[config.mk]
export PLATFORM = sky130hd
export DESIGN_NAME = uop_sequencer
export DESIGN_NICKNAME = d
export VERILOG_FILES = /design/src/rtl/uop_pkg.sv /design/src/rtl/uop_rom.sv /design/src/rtl/uop_sequencer.sv
export SDC_FILE = /design/constraint.sdc
export NUM_CORES = 1
export LEC_CHECK = 0
export BUFFER_PORTS_ARGS = -buffer_cell sky130_fd_sc_hd__buf_4
export CAP_MARGIN = 40
export CELL_PAD_IN_SITES_DETAIL_PLACEMENT = 1
export CELL_PAD_IN_SITES_GLOBAL_PLACEMENT = 1
export CORE_UTILIZATION = 25
export DETAILED_ROUTE_END_ITERATION = 7
export PLACE_DENSITY_LB_ADDON = 0.1
export REMOVE_ABC_BUFFERS = 1
export SYNTH_ARGS = -nofsm -noshare
export SYNTH_HDL_FRONTEND = slang
export SYNTH_SLANG_ARGS = --single-unit
[constraint.sdc]
create_clock -name clk -period 1.8 [get_ports clk]
set_input_delay 0.27 -clock clk [delete_from_list [all_inputs] [get_ports clk]]
set_output_delay 0.27 -clock clk [all_outputs]
set_load 0.02 [all_outputs]
[src/rtl/uop_pkg.sv]
// Shared types and constants for the micro-op sequencer: FSM states, opcode
// classes, the opcode map and the per-(opcode, step) table entry format.
package uop_pkg;

  localparam int UOP_OPC_W     = 8;
  localparam int UOP_CTRL_W    = 16;
  localparam int UOP_STEP_W    = 2;
  localparam int COMMIT_BIT    = UOP_CTRL_W - 1;
  localparam int UOP_MAX_STEPS = 2;

  localparam logic [UOP_CTRL_W-1:0] UOP_NOP_CTRL = 16'h3000;

  localparam logic [UOP_OPC_W-1:0] LDI_BASE = 8'h00;
  localparam logic [UOP_OPC_W-1:0] REG_BASE = 8'h08;
  localparam logic [UOP_OPC_W-1:0] ALU_BASE = 8'h20;
  localparam logic [UOP_OPC_W-1:0] ALU_END  = 8'h7F;
  localparam logic [UOP_OPC_W-1:0] OPC_LDIP = 8'h80;
  localparam logic [UOP_OPC_W-1:0] OPC_HALT = 8'hFE;
  localparam logic [UOP_OPC_W-1:0] OPC_NOP  = 8'hFF;

  typedef enum logic [1:0] {IDLE, IMM, EXEC, HALT} state_t;

  typedef enum logic [2:0] {
    CLS_LDI, CLS_REG, CLS_ALU, CLS_LDIP, CLS_HALT, CLS_NOP, CLS_ILL
  } uop_class_t;

  typedef struct packed {
    logic [UOP_CTRL_W-1:0] ctrl;
    logic [UOP_STEP_W:0]   n_steps;
    logic                  needs_imm;
    logic                  legal;
  } uop_entry_t;

  function automatic uop_class_t opc_class(input logic [UOP_OPC_W-1:0] opc);
    if (opc < REG_BASE)      return CLS_LDI;
    else if (opc < ALU_BASE) return CLS_REG;
    else if (opc <= ALU_END) return CLS_ALU;
    else if (opc == OPC_LDIP) return CLS_LDIP;
    else if (opc == OPC_HALT) return CLS_HALT;
    else if (opc == OPC_NOP)  return CLS_NOP;
    else                      return CLS_ILL;
  endfunction

endpackage

[src/rtl/uop_rom.sv]
// Combinational micro-op table: maps (opcode, step) to the control word and
// the instruction's step count, immediate requirement and legality.
module uop_rom
  import uop_pkg::*;
(
  input  logic [UOP_OPC_W-1:0]  opcode,
  input  logic [UOP_STEP_W-1:0] step,
  output uop_entry_t            entry
);

  if (UOP_MAX_STEPS > (1 << UOP_STEP_W)) begin : g_step_check
    $error("uop_rom: table entry needs more steps than the step counter can index");
  end

  logic [UOP_CTRL_W-1:0] alu_word;

  // ALU word: bit14/bit4 carry the mode bit, [10:8] the ALU group, [2:0] the
  // operand select; the writeback step adds COMMIT on top of the read word.
  always_comb begin
    alu_word        = 16'h3000;
    alu_word[14]    = opcode[3];
    alu_word[10:8]  = opcode[6:4] - 3'd1;
    alu_word[4]     = opcode[3];
    alu_word[2:0]   = opcode[2:0];
    if (step != '0) alu_word[COMMIT_BIT] = 1'b1;
  end

  always_comb begin
    entry.ctrl      = UOP_NOP_CTRL;
    entry.n_steps   = (UOP_STEP_W+1)'(1);
    entry.needs_imm = 1'b0;
    entry.legal     = 1'b1;
    case (opc_class(opcode))
      CLS_LDI: begin
        entry.ctrl      = 16'h6000 | {9'b0, opcode[2:0], 4'b0};
        entry.needs_imm = 1'b1;
      end
      CLS_REG:  entry.ctrl = 16'h4000 | {11'b0, opcode[4:0]};
      CLS_ALU: begin
        entry.ctrl    = alu_word;
        entry.n_steps = (UOP_STEP_W+1)'(2);
      end
      CLS_LDIP: begin
        entry.ctrl      = 16'h6080;
        entry.needs_imm = 1'b1;
      end
      CLS_HALT: entry.ctrl = 16'h2F00;
      CLS_NOP:  entry.ctrl = UOP_NOP_CTRL;
      default:  entry.legal = 1'b0;
    endcase
  end

endmodule

[src/rtl/uop_sequencer.sv]
// Micro-op sequencer: accepts an opcode (and optional immediate) and emits its
// control-word sequence to the datapath under valid/ready back-pressure.
module uop_sequencer
  import uop_pkg::*;
#(
  parameter int                OPC_W    = 8,
  parameter int                CTRL_W   = 16,
  parameter int                STEP_W   = 2,
  parameter logic [CTRL_W-1:0] NOP_CTRL = 16'h3000
) (
  input  logic              clk,
  input  logic              rst_n,
  input  logic              instr_valid,
  input  logic [OPC_W-1:0]  instr,
  output logic              instr_ready,
  input  logic              imm_valid,
  input  logic [OPC_W-1:0]  imm_data,
  output logic              imm_ready,
  output logic              ctrl_valid,
  input  logic              ctrl_ready,
  output logic [CTRL_W-1:0] ctrl_word,
  output logic [STEP_W-1:0] ctrl_step,
  output logic              ctrl_last,
  output logic [OPC_W-1:0]  ibuf,
  output logic [OPC_W-1:0]  imm_buf,
  output logic              illegal,
  output logic              halted
);

  if (OPC_W != UOP_OPC_W || CTRL_W != UOP_CTRL_W || STEP_W != UOP_STEP_W) begin : g_width_check
    $error("uop_sequencer: parameters do not match the micro-op table widths");
  end

  state_t            state, state_n;
  logic              ctrl_valid_n, ctrl_last_n, illegal_n, halted_n;
  logic              instr_ready_n, imm_ready_n;
  logic [CTRL_W-1:0] ctrl_word_n;
  logic [STEP_W-1:0] ctrl_step_n;
  logic [OPC_W-1:0]  ibuf_n, imm_buf_n;

  logic [OPC_W-1:0]  rom_opc;
  logic [STEP_W-1:0] rom_step;
  uop_entry_t        entry;
  logic              entry_last;

  // In IDLE the table is addressed by the incoming opcode so the first word
  // is ready the cycle after the handshake; otherwise by the latched one.
  assign rom_opc    = (state == IDLE) ? instr : ibuf;
  assign rom_step   = (state == EXEC) ? ctrl_step + STEP_W'(1) : '0;
  assign entry_last = ((STEP_W+1)'(rom_step) + (STEP_W+1)'(1)) == entry.n_steps;

  uop_rom u_rom (
    .opcode (rom_opc),
    .step   (rom_step),
    .entry  (entry)
  );

  always_comb begin
    state_n       = state;
    ctrl_valid_n  = ctrl_valid;
    ctrl_word_n   = ctrl_word;
    ctrl_step_n   = ctrl_step;
    ctrl_last_n   = ctrl_last;
    ibuf_n        = ibuf;
    imm_buf_n     = imm_buf;
    illegal_n     = illegal;
    halted_n      = halted;
    instr_ready_n = instr_ready;
    imm_ready_n   = imm_ready;
    case (state)
      IDLE: begin
        if (instr_valid) begin
          ibuf_n        = instr;
          instr_ready_n = 1'b0;
          if (entry.needs_imm) begin
            state_n     = IMM;
            imm_ready_n = 1'b1;
          end else begin
            state_n      = EXEC;
            ctrl_valid_n = 1'b1;
            ctrl_word_n  = entry.ctrl;
            ctrl_step_n  = rom_step;
            ctrl_last_n  = entry_last;
            illegal_n    = ~entry.legal;
          end
        end
      end
      IMM: begin
        if (imm_valid) begin
          imm_buf_n    = imm_data;
          imm_ready_n  = 1'b0;
          state_n      = EXEC;
          ctrl_valid_n = 1'b1;
          ctrl_word_n  = entry.ctrl;
          ctrl_step_n  = rom_step;
          ctrl_last_n  = entry_last;
          illegal_n    = ~entry.legal;
        end
      end
      EXEC: begin
        if (ctrl_ready) begin
          if (ctrl_last) begin
            ctrl_valid_n = 1'b0;
            ctrl_last_n  = 1'b0;
            illegal_n    = 1'b0;
            if (opc_class(ibuf) == CLS_HALT) begin
              state_n  = HALT;
              halted_n = 1'b1;
            end else begin
              state_n       = IDLE;
              instr_ready_n = 1'b1;
            end
          end else begin
            ctrl_word_n = entry.ctrl;
            ctrl_step_n = rom_step;
            ctrl_last_n = entry_last;
          end
        end
      end
      default: begin
        instr_ready_n = 1'b0;
        imm_ready_n   = 1'b0;
        ctrl_valid_n  = 1'b0;
        halted_n      = 1'b1;
      end
    endcase
  end

  always_ff @(posedge clk or negedge rst_n) begin
    if (!rst_n) begin
      state       <= IDLE;
      ctrl_valid  <= 1'b0;
      ctrl_word   <= NOP_CTRL;
      ctrl_step   <= '0;
      ctrl_last   <= 1'b0;
      ibuf        <= '1;
      imm_buf     <= '0;
      illegal     <= 1'b0;
      halted      <= 1'b0;
      instr_ready <= 1'b1;
      imm_ready   <= 1'b0;
    end else begin
      state       <= state_n;
      ctrl_valid  <= ctrl_valid_n;
      ctrl_word   <= ctrl_word_n;
      ctrl_step   <= ctrl_step_n;
      ctrl_last   <= ctrl_last_n;
      ibuf        <= ibuf_n;
      imm_buf     <= imm_buf_n;
      illegal     <= illegal_n;
      halted      <= halted_n;
      instr_ready <= instr_ready_n;
      imm_ready   <= imm_ready_n;
    end
  end

endmodule

## Word level (Yosys, flattened, before mapping)

Index checks and enable logic that the tools add are counted.

| word-level totals | value |
|---|---|
| register bits after elaboration | 42 |
| bits of input ports | 21 |
| output and inout port bits | 40 |
| logic and storage cells | 135 |

| cells by class | value |
|---|---|
| add/subtract/negate cells | 3 |
| $lt $le $gt $ge | 6 |
| equal/unequal tests | 24 |
| muxes and demuxes | 70 |
| bitwise logic cells | 4 |
| reduce and logical (&&, ||, !) cells | 17 |

Operators with widths:

| kind | number |
|---|---|
| two-way mux 16 bit | 5 |
| one-hot mux 16 bit (5 select lines) | 1 |
| equality test 8 bit (second input constant) | 6 |
| one-hot mux 16 bit (3 select lines) | 1 |
| two-way mux 3 bit | 12 |
| two-way mux 2 bit | 16 |
| two-way mux 1 bit | 26 |
| AND reduction 5 bit | 4 |
| less-or-equal comparator 8 x 7 -> 1 bit (second input constant) | 2 |
| less-than comparator 8 x 4 -> 1 bit (second input constant) | 2 |
| less-than comparator 8 x 6 -> 1 bit (second input constant) | 2 |
| inequality test 2 bit (second input constant) | 8 |
| one-hot mux 1 bit (3 select lines) | 5 |
| one-hot mux 2 bit (3 select lines) | 2 |
| AND reduction 6 bit | 2 |
| equality test 3 bit (second input constant) | 3 |
| two-way mux 8 bit | 1 |
| AND reduction 4 bit | 2 |
| equality test 3 x 2 -> 1 bit (second input constant) | 2 |
| OR reduction 6 bit | 1 |
| NOT 1 bit | 4 |
| AND reduction 2 bit | 2 |
| OR reduction 2 bit | 2 |
| adder 2 x 1 -> 3 bit (second input constant) | 1 |
| other kinds (12) | 12 |

## Depth between registers and ports, before layout

Gate-level depths: netlist of the first run.

| logic depth | value |
|---|---|
| depth after elaboration | 16 |
| gate-level depth with buffers | 8 |
| mapped depth without buffers | 7 |

## By module

A second synthesis of the first run with hierarchy kept.

| second synthesis, totals | value |
|---|---|
| cells, all modules | 193 |
| area total of the unflattened synthesis | 2309.7 sq um |

By module, submodules not included:

| module | instances | cells each | area an instance (sq um) | seq. area each (sq um) |
|---|---|---|---|---|
| uop_sequencer | 1 | 141 | 1988.2 | 1064.8 |
| uop_rom | 1 | 52 | 321.6 | 0.0 |

## Least setup slack after synthesis of the first run

OpenSTA, ideal clock, no wires.

| path | value |
|---|---|
| path type | register -> register |
| from | register state[0] |
| to | register illegal |
| setup time | 0.125 ns |
| arrival | 1.874 ns |
| path slack | -0.198 ns |
| stages on the path, launching flop included | 8 |
| path buffers | 0 |
| clock period less this slack | 1.998 ns |
| cell sequence | dfrtp_1 > inv_1 > ha_1 > nor4b_1 > nor3_2 > or2_2 > nand2_1 > mux2_2 |

| on the way | value |
|---|---|
| longest elaborated chain between the ends | 16 |
| elaborated cells on any way between the ends | 38 |

RTL lines:

| item | RTL line | RTL |
|---|---|---|
| start: declaration | uop_sequencer.sv:34 | `state_t state, state_n;` |
| start signal: assignment | uop_sequencer.sv:143 | `state <= state_n;` |
| zero test 2 bit | uop_sequencer.sv:48, uop_sequencer.sv:70 |  |
| two-way mux 8 bit | uop_sequencer.sv:48 | `assign rom_opc = (state == IDLE) ? instr : ibuf;` |
| equality test 8 bit | uop_pkg.sv:40 | `else if (opc == OPC_NOP) return CLS_NOP;` |
| two-way mux 2 bit | uop_pkg.sv:40 |  |
| two-way mux 3 bit | uop_pkg.sv:39 | `else if (opc == OPC_HALT) return CLS_HALT;` |
| two-way mux 3 bit | uop_pkg.sv:38 | `else if (opc == OPC_LDIP) return CLS_LDIP;` |
| two-way mux 3 bit | uop_pkg.sv:37 | `else if (opc <= ALU_END) return CLS_ALU;` |
| two-way mux 3 bit | uop_pkg.sv:36 | `else if (opc < ALU_BASE) return CLS_REG;` |
| two-way mux 3 bit | uop_pkg.sv:35 | `if (opc < REG_BASE) return CLS_LDI;` |
| equality test 3 bit, or another cell as far along | uop_rom.sv:33 | `case (opc_class(opcode))` |
| OR reduction 6 bit (no source line) | n/a |  |
| two-way mux 1 bit | uop_rom.sv:33 |  |
| NOT 1 bit | uop_sequencer.sv:84, uop_sequencer.sv:97 |  |
| two-way mux 1 bit | uop_sequencer.sv:75 | `if (entry.needs_imm) begin` |
| two-way mux 1 bit | uop_sequencer.sv:72 | `if (instr_valid) begin` |
| one-hot mux 1 bit (3 select lines) | uop_sequencer.sv:70 | `case (state)` |
| end signal: assignment | uop_sequencer.sv:150 | `illegal <= illegal_n;` |
| end: declaration | uop_sequencer.sv:26 | `output logic illegal,` |

Parallel ways exist; a longest one is shown, timed or not. The select of a mux whose other input is x is not followed.
A chain may end at the register's enable or synchronous reset.

## Worst setup path in the final report of the first run

| path | value |
|---|---|
| from | register state[0] |
| to | register ctrl_word[0] |

| on the way | value |
|---|---|
| longest elaborated chain between the ends | 14 |
| elaborated cells on any way between the ends | 37 |

RTL lines:

| item | RTL line | RTL |
|---|---|---|
| zero test 2 bit | uop_sequencer.sv:48, uop_sequencer.sv:70 |  |
| two-way mux 8 bit | uop_sequencer.sv:48 |  |
| equality test 8 bit | uop_pkg.sv:40 |  |
| two-way mux 2 bit | uop_pkg.sv:40 |  |
| two-way mux 3 bit | uop_pkg.sv:39 |  |
| two-way mux 3 bit | uop_pkg.sv:38 |  |
| two-way mux 3 bit | uop_pkg.sv:37 |  |
| two-way mux 3 bit | uop_pkg.sv:36 |  |
| two-way mux 3 bit | uop_pkg.sv:35 |  |
| equality test 3 bit, or another cell as far along | uop_rom.sv:33 |  |
| one-hot mux 16 bit (5 select lines) / OR reduction 2 bit (equally long branches) | n/a |  |
| two-way mux 16 bit, or another cell as far along | uop_sequencer.sv:102 | `if (ctrl_last) begin` |
| two-way mux 16 bit, or another cell as far along | uop_sequencer.sv:101 | `if (ctrl_ready) begin` |
| one-hot mux 16 bit (3 select lines) / AND reduction 6 bit (equally long branches) | n/a |  |
| end signal: assignment | uop_sequencer.sv:145 | `ctrl_word <= ctrl_word_n;` |
| end: declaration | uop_sequencer.sv:21 | `output logic [CTRL_W-1:0] ctrl_word,` |

Parallel ways exist; a longest one is shown, timed or not. The select of a mux whose other input is x is not followed.

==> metrics.yaml, run 1 <==
global_route:
  grt_usage_pct: 17.2
  antenna_found_initial: 0
  grt_pass1_wl_um: 11700
  grt_max_degree: 43
  grt_pass1_vias: 2235
  overflow: 0
drt:
  met1_length_um: 3350
  dr_wl_met2_um: 3690
  drt-total-wl_um: 7300
  maxUsedRoutingLayer: "met4"
  firstDrtPassIters: 6
  drtAntennaViolNets: 0
  wl_met3_um: 175
  drt_iter0_markers: 35
  routed_via_density: 4.71
  avgRoutedWirePerCell_um: 16.6
  dr_total_vias: 2072
  drc: 0
run:
  drv_cap: 0
logic_synthesis:
  synth_area_per_cell_um2: 10.4
  yosysTopAreaCell: "dfrtp_1"
  async_flop_share_pct: 100
  syn_area_um2: 2160
  synth_area_leaders: "dfrtp_1 (36%), dfstp_2 (13%), mux2_2 (10%)"
  synth_top_area_share_pct: 35.9
  synth_edf_count: 0
  synth_cells: 208
  synth-seq-cells: 42
  yosysSeqAreaShare_pct: 49.2
  yosys_warnings: 0
  synth_cell_types: 39
  yosys_most_used_dff: "dfrtp_1"
clock_network:
  clock_path_buffers: 2
  cts_root_buffer: "clkbuf_8"
  cts.clk_slew.worst_paths_ns: 0.08
  worstSkewPairLatency_ns: 0.30
  clock_sinks: 42
  cts_tree: "built"
  h-tree-depth: 2
  numCtsBuffers: 5
die:
  initial_core_util_pct: 26.1
  fp-row-count: 33
  core_area_um2: 8300
  fp.dieW_um: 95.0
  die_height_um: 95.0
  pin_count: 61
  die-area_um2: 9020
final_layout:
  area_delta_synth_final_pct: 79.5
  insertedDiodeCount: 0
  fin_nets: 361
  drive_gt1_share_pct: 66.0
sta:
  tightest_slew_ns: 0.648
  rsz0062_at_grt: "yes"
  finalSetupViolCount: 23
  setup_tns_ns: -3.06
  maxSlewViolCount: 0
  period_minus_slack_ns: 2.03
  finalCritPeriodShare_pct: 113
  setup_ws_ns: -0.225
  final_hold_viol_count: 0
  finClkSkew_ns: 0.00590
  clock.fmax_mhz: 494
  slew_headroom_pct: 56.5
pwr:
  vdd_ir_drop_max_mv: 0.719
  powerDensity_nw_per_um2: 2160
  leakagePower_nw: 1.79
min_path:
  hp-class: "input pin to flop"
critical_path:
  r2r_cells: 9
  r2r_slack_ns: -0.23
  reg2reg_from: "state[0]"
  crit_end: "ctrl_word[0]"
  cp.required_ns: 2.01
  crit_arrival_ns: 2.24
  timing.critical_path.from: "state[0]"
  end_kind: "flop"
  reg2reg_to: "ctrl_word[0]"
  critical_path_class: "flop to flop"
  start_kind: "flop"
  cp_max_fo: 5
placement:
  dp_slack_ns: -0.369
  port_buffers: 60
  hpwl_um: 5060
  routabilityCongestion: 0.750
run_status:
  violations: "setup timing"
  status: "finished, violations left"
[synthesized netlist by cell type, drive strengths merged (3+ instances only)]
| master | count |
|---|---|
| inv | 6 |
| buf | 5 |
| nor2b | 5 |
| a21o | 3 |
| ha | 6 |
| a21oi | 7 |
| dfrtp | 31 |
| nor2 | 14 |
| mux2i | 7 |
| o31ai | 8 |
| nand2b | 6 |
| o21ai | 12 |
| nand2 | 26 |
| dfstp | 11 |
| nor3 | 10 |
| or3 | 3 |
| nor4 | 4 |
| mux2 | 20 |
[layer usage]
| metal | vias up | global-route usage (%) |
|---|---|---|
| li1 | 997 | - |
| met2 | 32 | 29.2 |
| met5 | - | 0 |
| met4 | 0 | 4.55 |
| met1 | 1036 | 22.6 |
| met3 | 7 | 2.82 |
[state kept, by name, summed over array words and instances, names as in the netlist, 2 cells and up]
| register | flops |
|---|---|
| imm_buf | 8 |
| ctrl_step | 2 |
| state | 2 |
| ibuf | 8 |
| ctrl_word | 16 |
[layout make-up]
cell class / count / area [um^2]
inverters: 6 / 22.5
well taps: 105 / 131
flip-flops and latches: 42 / 1060
clock inverters: 2 / 60.1
clock buffers: 6 / 82.6
multi-input cells: 154 / 1440
repair buffers: 125 / 1080
fillers: 920 / 4420
[power breakdown]
group	switching, mW	total [mW]	leakage [nW]	internal [mW]
Combinational	2.69	5.69	1.21	3.00
Sequential	0.321	1.77	0.509	1.44
Clock	0.348	0.940	0.0714	0.592
Total	3.36	8.40	1.79	5.04
[critical path: stages, from the launching register on]
cell	delay, ns
dfrtp_1	0.41
buf_6	0.14
buf_6	0.11
ha_4	0.16
a2111oi_4	0.33
buf_4	0.19
o21ai_4	0.08
buf_6	0.15
buf_16	0.14
o31ai_4	0.23
[cells in the final DEF, fill, tap and decap left out, types with 6 or more instances in the layout]
master | synthesis | layout
buf_4 | 0 | 106
buf_6 | 0 | 10
dfrtp_1 | 31 | 31
a21oi_1 | 7 | 6
o21ai_2 | 1 | 6
nand2_2 | 0 | 8
nor2_1 | 14 | 13
mux2_2 | 20 | 18
nand2b_1 | 6 | 6
clkbuf_8 | 0 | 6
nor3_1 | 9 | 8
nand2_1 | 26 | 13
dfstp_2 | 11 | 11
[worst min path at each step]
stage / cells after the start / slack [ns] / end / startpoint
finish: 2 / 0.20 / imm_buf[1] / imm_data[1]
detailed placement: 1 / 0.31 / ctrl_step[0] / rst_n
global route: 2 / 0.19 / imm_buf[2] / imm_data[2]
global placement: 1 / 0.30 / ctrl_word[15] / rst_n
CTS: 2 / 0.19 / imm_buf[2] / imm_data[2]
floorplan: 0 / -0.03 / ctrl_last / rst_n
[timing repair]
action                                  CTS  global route
endpoints found under the setup margin   26            26
endpoints found under the hold margin    31             0
buffers inserted                          6             5
gates cloned                              3             0
resized for setup                        96            16
hold buffers                              1             0
pin swaps                                28             7
[logic make-up (layout without fill, tap and decap cells)]
logic type / count (synthesis) / after routing / synth area share (%)
AND/OR/NAND/NOR: 77 / 77 / 17.5
flip-flops: 42 / 42 / 49.2
AO/OA/AOI/OAI: 41 / 41 / 12.5
multiplexers: 27 / 27 / 13.7
buffers and inverters: 12 / 139 / 2.37
adder cells (fa/ha/maj): 6 / 6 / 3.47
XOR/XNOR: 3 / 3 / 1.22
[through the flow]
| step | hold slack, ns | power [mW] | util, % | cells | cell area [um^2] |
|---|---|---|---|---|---|
| after CTS | 0.187 | 8.23 | 45.4 | 435 | 3770 |
| after floorplan | -0.0256 | 3.75 | - | 202 | 2130 |
| final | 0.198 | 8.40 | 46.8 | 440 | 3880 |
| after detailed placement | 0.306 | 5.83 | 37.7 | 419 | 3130 |
| after global placement | 0.304 | 5.79 | 37.7 | 419 | 3130 |
| after global routing | 0.187 | 8.91 | 46.8 | 440 | 3880 |
Power figures use the tool's default switching activity.
==> run 2, diff against run 1 <==
--- a/config.mk
+++ b/config.mk
@@ -13,6 +13,7 @@
 export DETAILED_ROUTE_END_ITERATION = 7
 export PLACE_DENSITY_LB_ADDON = 0.1
 export REMOVE_ABC_BUFFERS = 1
+export SETUP_SLACK_MARGIN = 0.05
 export SYNTH_ARGS = -nofsm -noshare
 export SYNTH_HDL_FRONTEND = slang
 export SYNTH_SLANG_ARGS = --single-unit
==> metrics.yaml, run 2 (synthesis gave the netlist of run 1 again) <==
critical_path:
  start_kind: "flop"
  cp_max_fo: 5  # unchanged
  crit_arrival_ns: 2.24  # about the same
  end_kind: "flop"
  critical_path_class: "flop to flop"
  cp.required_ns: 2.01  # about the same
drt:
  drt-total-wl_um: 7260  # -0.59%
  dr_total_vias: 2079  # +0.34%
  drt_iter0_markers: 43  # +23%
  drtAntennaViolNets: 0  # unchanged
  drc: 0  # unchanged
  avgRoutedWirePerCell_um: 16.5  # -0.36%
  routed_via_density: 4.74  # +0.57%
  firstDrtPassIters: 4  # -2
clock_network:
  cts_tree: "built"
  cts_root_buffer: "clkbuf_8"
  h-tree-depth: 2  # unchanged
  numCtsBuffers: 5  # unchanged
  cts.clk_slew.worst_paths_ns: 0.08  # about the same
  worstSkewPairLatency_ns: 0.30  # about the same
  clock_sinks: 42  # unchanged
  clock_path_buffers: 2  # unchanged
pwr:
  leakagePower_nw: 1.79  # -0.35%
  seqPwrFrac_pct: 21.1  # about the same
  comb_power_share_pct: 67.6  # -0.2 points
  p_total_mw: 8.37  # -0.38%
  p_int_mw: 5.02  # -0.44%
  powerDensity_nw_per_um2: 2160  # about the same
  clock_power_share_pct: 11.2  # about the same
  p_sw_share_pct: 40.0  # about the same
  switchingPower_mw: 3.35  # -0.28%
  vdd_ir_drop_max_mv: 0.718  # about the same
run_status:
  status: "finished, violations left"
  violations: "setup timing"
sta:
  final_hold_viol_count: 0  # unchanged
  maxSlewViolCount: 0  # unchanged
  finalSetupViolCount: 23  # unchanged
  finalCritPeriodShare_pct: 113  # about the same
  rsz0062_at_grt: "yes"
  finClkSkew_ns: 0.00676  # +0.000865 ns
  setup_ws_ns: -0.225  # -0.000244 ns
  clock.fmax_mhz: 494  # about the same
  holdWs_ns: 0.198  # +0.0000390 ns
  period_minus_slack_ns: 2.03  # +0.000244 ns
  slew_headroom_pct: 56.6  # +0.12 points
  tightest_slew_ns: 0.646  # -0.00183 ns
global_route:
  grt_max_degree: 43  # unchanged
  overflow: 0  # unchanged
  grt_pass1_vias: 2250  # +0.67%
  grt_pass1_wl_um: 11800  # +0.29%
  grt_usage_pct: 17.2  # +0.034 points
  antenna_found_initial: 0  # unchanged
final_layout:
  final_cell_mix: "buf_4 (105), dfrtp_1 (31), mux2_2 (18)"
  top_register: "ctrl_word"
  reg.largest.list: "ctrl_word (16), ibuf (8), imm_buf (8)"
  seq_area_um2: 1060  # unchanged
  fill_cells: 923  # +0.33%
  drive_gt1_share_pct: 65.9  # -0.10 points
  area_delta_synth_final_pct: 79.0
  fin_nets: 360  # -0.28%
  insertedDiodeCount: 0  # unchanged
  largest_register_ffs: 16  # unchanged
  final_common_cell: "buf_4"
  multi_input_area_um2: 1440  # unchanged
run:
  drv_cap: 0  # unchanged
placement:
  hpwl_um: 5060  # unchanged
  port_buffers: 60  # unchanged
  routabilityCongestion: 0.750  # unchanged
die:
  pin_count: 61  # unchanged
  fp-row-count: 33  # unchanged
  fp.dieW_um: 95.0  # unchanged
  core_area_um2: 8300  # unchanged
  die-area_um2: 9020  # unchanged
  die_height_um: 95.0  # unchanged
  initial_core_util_pct: 26.1  # unchanged
min_path:
  hp-class: "input pin to flop"
-- run 2: power by group through the flow --
| stage | Clock (mW) | Combinational [mW] | Sequential, mW |
|---|---|---|---|
| after floorplan | 0 | 1.56 | 2.18 |
| after global placement | 0 | 4.08 | 1.71 |
| after detailed placement | 0 | 4.11 | 1.72 |
| after CTS | 0.963 | 5.57 | 1.76 |
| after global routing | 0.994 | 6.06 | 1.82 |
| final | 0.941 | 5.66 | 1.77 |
-- run 2: final timing paths --
check | slack (ns) | cells past startpoint | from | to
hold reg to reg | 0.47 | 1 | halted | halted
setup reg to reg | -0.23 | 9 | state[0] | ctrl_word[0]
max in group asynchronous | 0.91 | 2 | rst_n | ibuf[2]
min in group asynchronous | 0.50 | 2 | rst_n | ctrl_step[0]
setup / recovery | -0.23 | 9 | state[0] | ctrl_word[0]
hold / removal | 0.20 | 2 | imm_data[1] | imm_buf[1]
-- run 2: critical path, stage by stage, from the launching register on --
cell       delay [ns]
dfrtp_1          0.41
buf_6            0.14
buf_6            0.11
ha_4             0.16
a2111oi_4        0.33
buf_4            0.19
o21ai_4          0.08
buf_6            0.15
buf_16           0.14
o31ai_4          0.23
-- run 2: per-layer routing --
layer | share of wire [%] | routed length (um) | vias up | global-route usage (%)
met5 | 0 | 0 | - | 0
met2 | 51 | 3670 | 32 | 29.4
li1 | - | - | 997 | -
met3 | 2.4 | 176 | 7 | 2.82
met4 | 1.1 | 81 | 0 | 4.55
met1 | 46 | 3330 | 1043 | 22.5
-- run 2: stage by stage --
step | util (%) | setup TNS [ns] | instance area (um^2) | setup slack [ns] | cells
5_1_grt | 46.6 | -4.71 | 3870 | -0.283 | 439
3_5_place_dp | 37.7 | -6.67 | 3130 | -0.369 | 419
3_3_place_gp | 37.7 | -5.49 | 3130 | -0.326 | 419
4_1_cts | 45.7 | -2.49 | 3800 | -0.175 | 437
2_1_floorplan | - | -19.02 | 2130 | -1.06 | 202
6_report | 46.6 | -3.10 | 3870 | -0.225 | 439
-- run 2: what timing repair did --
item,in CTS,in global routing
gates cloned,3,0
pin swaps,28,7
buffers inserted,8,2
endpoints found under the setup margin,26,30
hold buffers,1,0
hold endpoints to repair,31,0
resized for setup,97,14
-- run 2: area by class of cell --
class	instances	area share, %
multi-input cells	154	37.1
clock inverters	2	1.55
flip-flops and latches	42	27.5
inverters	6	0.582
well taps	105	3.39
clock buffers	6	2.13
repair buffers	124	27.7
==> run 3, diff against run 2 <==
--- a/config.mk
+++ b/config.mk
@@ -9,6 +9,7 @@
 export CAP_MARGIN = 40
 export CELL_PAD_IN_SITES_DETAIL_PLACEMENT = 1
 export CELL_PAD_IN_SITES_GLOBAL_PLACEMENT = 1
+export CORE_ASPECT_RATIO = 0.6
 export CORE_UTILIZATION = 25
 export DETAILED_ROUTE_END_ITERATION = 7
 export PLACE_DENSITY_LB_ADDON = 0.1
==> metrics.yaml, run 3 (synthesis gave the netlist of run 1 again) <==
run_status:
  status: "finished, violations left"
  violations: "hold timing, setup timing"
drt:
  drt_iter0_markers: 85  # +98%
  drc: 0  # unchanged
  routed_via_density: 4.73  # -0.23%
  firstDrtPassIters: 4  # unchanged
  drt-total-wl_um: 7940  # +9.5%
  drtAntennaViolNets: 0  # unchanged
  dr_total_vias: 2131  # +2.5%
  avgRoutedWirePerCell_um: 17.6  # +6.5%
final_layout:
  largest_register_ffs: 16  # unchanged
  insertedDiodeCount: 0  # unchanged
  drive_gt1_share_pct: 67.3  # +1.5 points
  utilization_pct: 49.0  # +2.3 points
  reg.largest.list: "ctrl_word (16), ibuf (8), imm_buf (8)"
  area_delta_synth_final_pct: 84.1
  fin_nets: 369  # +2.5%
  fill_cells: 899  # -2.6%
  top_register: "ctrl_word"
  final_common_cell: "buf_4"
  final_cell_mix: "buf_4 (113), dfrtp_1 (31), mux2_2 (18)"
clock_network:
  h-tree-depth: 2  # unchanged
  cts_tree: "built"
  worstSkewPairLatency_ns: 0.29  # about the same
  cts_root_buffer: "clkbuf_16"
  numCtsBuffers: 5  # unchanged
  clock_sinks: 42  # unchanged
  cts.clk_slew.worst_paths_ns: 0.06  # -0.02 ns
  clock_path_buffers: 2  # unchanged
critical_path:
  timing.critical_path.from: "state[1]"
  cp_max_fo: 5  # unchanged
  start_kind: "flop"
  reg2reg_from: "state[1]"
  crit_arrival_ns: 2.17  # -0.07 ns
  cp.required_ns: 1.97  # -0.04 ns
  end_kind: "flop"
  critical_path_class: "flop to flop"
pwr:
  comb_power_share_pct: 66.6  # -1.0 points
  clock_power_share_pct: 12.0  # +0.8 points
  switchingPower_mw: 3.55  # +6.2%
  leakagePower_nw: 1.87  # +4.8%
  p_int_mw: 5.07  # +1.0%
  powerDensity_nw_per_um2: 2170  # +0.21%
  p_sw_share_pct: 41.2  # +1.2 points
  seqPwrFrac_pct: 21.4  # +0.3 points
  vdd_ir_drop_max_mv: 0.897  # +25%
placement:
  hpwl_um: 5610  # +11%
  routabilityCongestion: 0.821  # +9.5%
  port_buffers: 60  # unchanged
  dp_slack_ns: -0.450  # -0.0808 ns
sta:
  tightest_slew_ns: 0.844  # +0.198 ns
  period_minus_slack_ns: 2.00  # -0.0245 ns
  finClkSkew_ns: 0.00260  # -0.00417 ns
  setup_ws_ns: -0.201  # +0.0245 ns
  finalCritPeriodShare_pct: 111  # -1.4 points
  maxSlewViolCount: 0  # unchanged
  setup_tns_ns: -2.45  # +0.647 ns
  clock.fmax_mhz: 500  # +1.2%
  final_hold_viol_count: 12  # +12
  holdWs_ns: -0.0170  # -0.215 ns
  slew_headroom_pct: 43.3  # -13 points
  rsz0062_at_grt: "yes"
  finalSetupViolCount: 22  # -4.3%
global_route:
  grt_pass1_vias: 2194  # -2.5%
  grt_max_degree: 43  # unchanged
  grt_usage_pct: 17.4  # +0.11 points
  grt_pass1_wl_um: 11700  # -0.65%
  antenna_found_initial: 0  # unchanged
  overflow: 0  # unchanged
die:
  pin_count: 61  # unchanged
  core_area_um2: 8130  # -2.0%
  die-area_um2: 9040  # +0.14%
  initial_core_util_pct: 26.6  # +0.53 points
  fp.dieW_um: 122  # +28%
  fp-row-count: 25  # -24%
  die_height_um: 74.0  # -22%
min_path:
  hp-class: "input pin to async pin"
run:
  drv_cap: 0  # unchanged
[run 3: critical path: stages, from the launching register on]
cell and delay [ns]:
dfrtp_1 0.36, inv_2 0.06, ha_4 0.19, buf_6 0.12, nor2b_4 0.13, buf_6 0.11, or3_4 0.39, nor2_2 0.18
nand2_1 0.08, mux2_2 0.27
[run 3: cell type report]
class                      count  area (um^2)  share of cell area [%]
tap                          108          135                    3.39
multi-input combinational    154         1470                    37.0
clock buffer                   7          133                    3.33
inverter                       6         22.5                   0.566
sequential                    42         1060                    26.7
clock inverter                 1         30.0                   0.754
timing repair buffer         133         1120                    28.2
[run 3: per-stage QoR]
stage / area [um^2] / total power [mW] / cells / hold WS (ns)
CTS: 3600 / 7.62 / 443 / 0.000163
floorplan: 2130 / 3.75 / 202 / -0.0256
global placement: 3200 / 5.86 / 431 / 0.306
global route: 3980 / 9.12 / 451 / 0.0179
finish: 3980 / 8.62 / 451 / -0.0170
detailed placement: 3200 / 5.95 / 431 / 0.313
[run 3: layer usage]
| metal | wire length [um] | up-vias | track usage (%) |
|---|---|---|---|
| li1 | - | 1013 | - |
| met3 | 375 | 5 | 4.68 |
| met1 | 4030 | 1068 | 25.9 |
| met4 | 49 | 0 | 5.15 |
| met5 | 0 | - | 0 |
| met2 | 3480 | 45 | 24.1 |
[run 3: final timing paths]
check                                 to  slack (ns)  cells after the start
setup / recovery                 illegal       -0.20                      9
hold / removal                   illegal       -0.02                      1
setup reg to reg                 illegal       -0.20                      9
hold reg to reg            ctrl_word[13]        0.47                      2
max in group asynchronous     imm_buf[0]        1.42                      1
min in group clk              imm_buf[7]        0.22                      2
[run 3: repair_timing]
action / 4_1_cts / 5_1_grt
setup buffers: 4 / 9
endpoints found under the setup margin: 26 / 26
hold buffers: 0 / 0
pin swaps: 5 / 21
resized for setup: 49 / 65
cloned: 0 / 2
[run 3: power by group through the flow]
stage               clock network, mW  logic (mW)  registers, mW
finish                           1.03        5.75           1.84
global route                     1.10        6.12           1.90
CTS                              1.07        4.77           1.79
detailed placement                  0        4.18           1.76
global placement                    0        4.11           1.75
floorplan                           0        1.56           2.18
